**config.mk**
```make
export PLATFORM = sky130hd
export DESIGN_NAME = mant_mul_seq
export DESIGN_NICKNAME = d
export VERILOG_FILES = /design/src/rtl/mant_mul_seq.sv
export SDC_FILE = /design/constraint.sdc
export NUM_CORES = 1
export LEC_CHECK = 0
export ABC_AREA = 1
export CAP_MARGIN = 20
export CORE_AREA = 2 2 176 178
export CTS_CLUSTER_DIAMETER = 100
export DETAILED_ROUTE_END_ITERATION = 8
export DIE_AREA = 0 0 178 180
export GPL_TIMING_DRIVEN = 0
export SETUP_SLACK_MARGIN = 0.1
export SLEW_MARGIN = 25
export SYNTH_ARGS = -nofsm -noshare
export SYNTH_HDL_FRONTEND = slang
export SYNTH_SLANG_ARGS = --single-unit
```
**constraint.sdc**
```tcl
create_clock -name i_clk -period 2.9 [get_ports i_clk]
set_input_delay 0.58 -clock i_clk [delete_from_list [all_inputs] [get_ports i_clk]]
set_output_delay 0.58 -clock i_clk [all_outputs]
set_load 0.02 [all_outputs]
```
**src/rtl/mant_mul_seq.sv**
```systemverilog
// mant_mul_seq: sequential shift-add multiplier for unsigned FP significands.
// Takes two WIDTH-bit mantissas (hidden bit restored) and returns the raw
// 2*WIDTH-bit product to the rounding stage. It uses a valid/ready handshake on
// both sides and handles one operation at a time.
// Optional feature: define MUL_EARLY_EXIT_EN to finish as soon as no multiplier
// bits remain. Latency then depends on the operand instead of always being WIDTH cycles.
module mant_mul_seq #(
    parameter int WIDTH = 24,
    parameter int CNT_W = $clog2(WIDTH)
) (
    input  logic                 i_clk,
    input  logic                 i_rst_n,
    input  logic                 i_valid,
    output logic                 o_ready,
    input  logic [WIDTH-1:0]     i_mant_a,
    input  logic [WIDTH-1:0]     i_mant_b,
    output logic                 o_valid,
    input  logic                 i_ready,
    output logic [2*WIDTH-1:0]   o_product,
    output logic                 o_busy
);

    typedef enum logic [1:0] {
        IDLE = 2'd0,
        BUSY = 2'd1,
        DONE = 2'd2
    } state_t;

    state_t               state;
    logic [2*WIDTH-1:0]   acc;
    logic [2*WIDTH-1:0]   ma;
    logic [WIDTH-1:0]     mb;
    logic [CNT_W-1:0]     cnt;

    logic [2*WIDTH-1:0]   acc_next;
    logic [WIDTH-1:0]     mb_next;
    logic                 last_step;

    // One shift-add step: the partial sum, the shifted multiplier, and whether this edge ends the operation.
    always_comb begin
        // NOTE: every combinational output gets a default first so no path can infer a latch.
        acc_next  = acc;
        mb_next   = mb >> 1;
        last_step = 1'b0;
        if (mb[0]) begin
            // Cannot wrap: the product of two WIDTH-bit values fits in 2*WIDTH bits.
            acc_next = acc + ma;
        end
`ifdef MUL_EARLY_EXIT_EN
        // No multiplier bits left, so the remaining steps would only add zero.
        last_step = (cnt == CNT_W'(WIDTH - 1)) || (mb_next == '0);
`else
        last_step = (cnt == CNT_W'(WIDTH - 1));
`endif
    end

    // Control FSM and datapath registers. All outputs are registered.
    always_ff @(posedge i_clk or negedge i_rst_n) begin
        if (!i_rst_n) begin
            state     <= IDLE;
            o_ready   <= 1'b1;
            o_valid   <= 1'b0;
            o_busy    <= 1'b0;
            o_product <= '0;
            acc       <= '0;
            ma        <= '0;
            mb        <= '0;
            cnt       <= '0;
        end else begin
            // NOTE: sequential state uses non-blocking assignments, so every register here sees pre-edge values.
            unique case (state)
                IDLE: begin
                    if (i_valid) begin
                        // The operands are captured only here. Later input changes are ignored.
                        ma      <= {{WIDTH{1'b0}}, i_mant_a};
                        mb      <= i_mant_b;
                        acc     <= '0;
                        cnt     <= '0;
                        o_ready <= 1'b0;
                        o_busy  <= 1'b1;
                        state   <= BUSY;
                    end
                end
                BUSY: begin
                    acc <= acc_next;
                    ma  <= ma << 1;
                    mb  <= mb_next;
                    cnt <= cnt + CNT_W'(1);
                    if (last_step) begin
                        o_product <= acc_next;
                        o_valid   <= 1'b1;
                        o_busy    <= 1'b0;
                        state     <= DONE;
                    end
                end
                DONE: begin
                    // Hold the result until the consumer takes it. The next accept waits for IDLE.
                    if (i_ready) begin
                        o_valid <= 1'b0;
                        o_ready <= 1'b1;
                        state   <= IDLE;
                    end
                end
                default: begin
                    state   <= IDLE;
                    o_ready <= 1'b1;
                    o_valid <= 1'b0;
                    o_busy  <= 1'b0;
                end
            endcase
        end
    end

endmodule
```
* Yosys cells after proc, flatten, opt, wreduce, memory -nomap -nowiden
Index checks and enable logic that the tools add are counted.
Storage, ports and cells: flip-flop bits (word level) 178, input port bits 52, word-level logic and storage cells 50
Cells by class: add/subtract/negate cells 2, eq/ne operators 6, mux-type cells 22, bitwise operators 3, reduce and logical (&&, ||, !) cells 8
Operators with widths (number):
- 48-bit case mux with 2 select lines | 2
- 48-bit 2-to-1 mux | 3
- 48-bit adder | 1
- 24-bit case mux with 2 select lines | 1
- 24-bit 2-to-1 mux | 1
- 3-bit AND reduction | 4
- 5-bit case mux with 2 select lines | 1
- 1-bit case mux with 3 select lines | 3
- 1-bit 2-to-1 mux | 6
- 2-bit 2-to-1 mux | 3
- 2-bit inequality test, second input constant | 3
- 2-bit case mux with 3 select lines | 1
- 5-bit by 1-bit adder with 5-bit output, second input constant | 1
- 5-bit == test, second input constant | 1
- 5-bit 2-to-1 mux | 1
- 2-bit AND reduction | 2
- 1-bit inverter | 3
- 2-bit by 1-bit == test with 1-bit output, second input constant | 1
- 2-bit == test, second input constant | 1
- 2-bit zero test | 1
- 2-bit nonzero test | 1

* Longest topological paths before layout
word-level depth 3, mapped depth 15

* Worst setup path before layout
Ideal clock, no wire load.
kind register to register, start point register acc[0], end point register acc[32], arrival time 1888 ps, required time 2783 ps, setup slack 895 ps, cell stages (with the launch flop) 15, cell sequence dfrtp_1 -> ha_1 -> fa_1 -> nand3_1 -> nand3_1 -> nand2_1 -> nand2_1 -> nand2_1 -> nand3_2 -> nand2_1 -> nand2_1 -> nand2_1 -> nand3_2 -> nand3_1 -> nand2_1
On the way: word-level cells in the longest chain between the ends 3
Ends and longest elaborated chain:
- start: declaration | RTL line 30 | logic [2*WIDTH-1:0] acc;
- start signal: assignment | RTL line 85 | acc <= acc_next;
- 48-bit adder | RTL line 47 | acc_next = acc + ma;
- 48-bit 2-to-1 mux | RTL line 45 | if (mb[0]) begin
- 48-bit case mux with 2 select lines | RTL line 71 | unique case (state)
No other way between the ends. A chain may end at the register's enable or synchronous reset.

* Worst setup path after layout
start point register acc[0], end point register acc[40]
Same word-level chain as after synthesis.

==> results.toml <==
[final_layout]
most-common-layout-cells = "nand2_1 (567), inv_1 (303), dfrtp_1 (177)"
drive_above_1_share = 0.0974
diodes = 0
final_common_cell = "nand2_1"
final_cell_area_um2 = 14100
area_delta_synth_final_pct = 18.2
nets = 1977

[yosys]
synth-seq-area-share = 0.372
syn_area_um2 = 12000
async_reset_ff_frac = 1.00
yosys_warnings = 0
yosysUniqueCellTypes = 42
synth_edf_count = 0
ys_seq_elements = 178
syn_avg_cell_area_um2 = 6.83
synth_fp_nets = 1853
synth_ff_type = "dfrtp_1"
synthCells = 1752

[die]
core_area_um2 = 30200
chipHeight_um = 180
num_rows = 64
io_pins = 103
die_w_um = 178
start_util = 0.396
fp.dieArea_um2 = 32000

[sta]
tightestPinTransition_ns = 0.773
finClkSkew_ns = 0.0165
post-route-period-util = 0.879
setup_viol = 0
fmax_mhz = 392
hold_viol_final = 0
relSlewSlack = 0.485
fin_hold_ws_ns = 0.477
rsz0062_at_grt = "false"
setup_slack_ns = 0.350
min_period_ns = 2.55
drv_slew = 0

[pwr]
ir_worst_vdd_v = 0.000513
p_per_area_nw_per_um2 = 1400
leakagePower_nw = 7.42

[worst_setup_path]
cp_num_buf_inv = 0
startpoint_type = "flip-flop"
slowest_stage = "fa_1"
required_ns = 3.24
cp_max_fo = 4
cp_common_cell = "nand2_1"
cp.arrival_ns = 2.89
crit_chain = "ha_1 > fa_1 > nand3_1 > nand3_1 > nand2_1 > nand2_1 > nand2_1 > nand3_2 > nand2_1 > nand2_1 > nand2_1 > nand3_2 > nand3_1 > nand2_1"
path_class = "flip-flop to flip-flop"
cp_top_family = "simple AND/OR/NAND/NOR gates"
critPathCaptureType = "flip-flop"
critPathMaxStageDelay_ns = 0.43

[clock_tree]
cts_tree = "done"
worstSkewPairLatency_ns = 0.46
cts-htree-levels = 4
root_buffer = "clkbuf_16"
path_clk_slew_ns = 0.08
postCtsSetupRepairBufs = 0
cts_max_path_buffers = 2
numCtsBuffers = 17
clock_sinks = 178

[route]
routed_via_density = 4.92
drtPass1Iterations = 5
final_antenna_net_count = 0
wl_mm = 36.5
drc = 0
vias = 11251
drt_iter0_drc = 861
wire_per_inst_um = 16.0

[global_route]
grt.overflow.total = 0
grt_max_degree = 77
grt_pass1_wl_mm = 57.8
track_usage = 0.234
antenna_found_initial = 0
grt_pass1_vias = 10675

[outcome]
run_status = "completed"

[min_path]
hold_class = "flip-flop to flip-flop"

[placed_design]
dpl_worst_slack_ns = 0.370
gp_congestion = 0.915
placed_area_um2 = 13500
place_hpwl_mm = 29.2
numPortBuffers = 102

[flow_run]
maxCapViolCount = 0
-- metal layers --
layer	global-route usage	vias to the layer above	wire, µm
met3	0.0260	31	1380
met1	0.346	5244	18200
met2	0.362	249	16100
met4	0.0652	0	726
met5	0	-	0
li1	-	5727	-
-- where the power goes --
group	internal (mW)	switching (mW)	total, mW
clock	1.15	1.19	2.34
sequential	3.72	0.754	4.47
combinational	4.41	8.56	13.0
total	9.28	10.5	19.8
-- sequential cells by signal (all words and copies together) (netlist names) --
register,cells
ma,48
o_ready,1
cnt,5
o_product,48
o_valid,1
mb,24
acc,48
o_busy,1
state,2
-- worst paths after layout --
path / slack, ns / start / to / cells past startpoint
worst max-delay path: 0.35 / acc[0]$_DFFE_PN0P_ / acc[40]$_DFFE_PN0P_ / 14
worst max register to register: 0.35 / acc[0]$_DFFE_PN0P_ / acc[40]$_DFFE_PN0P_ / 14
min in group asynchronous: 0.58 / i_rst_n / mb[18]$_DFFE_PN0P_ / 2
worst min register to register: 0.48 / o_product[43]$_DFFE_PN0P_ / o_product[43]$_DFFE_PN0P_ / 2
worst min-delay path: 0.48 / o_product[43]$_DFFE_PN0P_ / o_product[43]$_DFFE_PN0P_ / 2
max in group asynchronous: 1.61 / i_rst_n / ma[40]$_DFFE_PN0P_ / 3
-- Yosys cell counts, types with 21 or more instances --
cell type / n / area [µm²]
a21oi_1: 54 / 270
buf_2: 22 / 110
clkbuf_1: 23 / 86.3
dfrtp_1: 177 / 4430
ha_1: 48 / 601
inv_1: 303 / 1140
nand2_1: 567 / 2130
nand2_2: 21 / 131
nand3_1: 112 / 561
nand3_2: 22 / 220
nor2_1: 78 / 293
nor2_2: 31 / 194
o21ai_0: 127 / 636
o21ai_1: 21 / 105
o22ai_1: 37 / 231
-- metrics by stage --
stage	power (mW)	setup TNS, ns	utilization	std cells
after CTS	19.8	0	0.469	2285
after detailed placement	17.4	0	0.449	2252
final	19.8	0	0.469	2285
after global routing	21.7	0	0.469	2285
after floorplan	13.4	0	-	1752
after global placement	17.2	-1124.15	0.447	2250
-- kinds of logic (layout without fill, tap and decap cells) --
family          Yosys count  in the layout  share of synthesized area
buf+inv                 371            508                      0.123
flops                   178            178                      0.372
compound gates          254            254                      0.114
simple gates            881            881                      0.325
mux                       1              1                   0.000837
xor+xnor                 18             18                     0.0132
fa+ha+maj                49             49                     0.0519
-- cell type report --
class	instances	area [µm²]
Timing Repair Buffer	105	1090
Clock buffer	17	425
Buffer	55	288
Tap cell	396	495
Sequential cell	178	4460
Inverter	316	1190
Clock inverter	15	170
Multi-Input combinational cell	1203	6030
Fill cell	3097	16000
-- worst reg2reg max path, cell delays in order, from the launching register on --
cell,delay (ns)
dfrtp_1,0.39
ha_1,0.26
fa_1,0.43
nand3_1,0.11
nand3_1,0.19
nand2_1,0.11
nand2_1,0.14
nand2_1,0.11
nand3_2,0.17
nand2_1,0.15
nand2_1,0.06
nand2_1,0.07
nand3_2,0.10
nand3_1,0.10
nand2_1,0.05
-- timing repair --
action	in CTS	in global routing
hold buffers	1	0
gates resized for setup	0	0
endpoints found under the setup margin	0	0
hold endpoints to repair	31	0
Note: power is estimated with default switching activity, not from simulation.
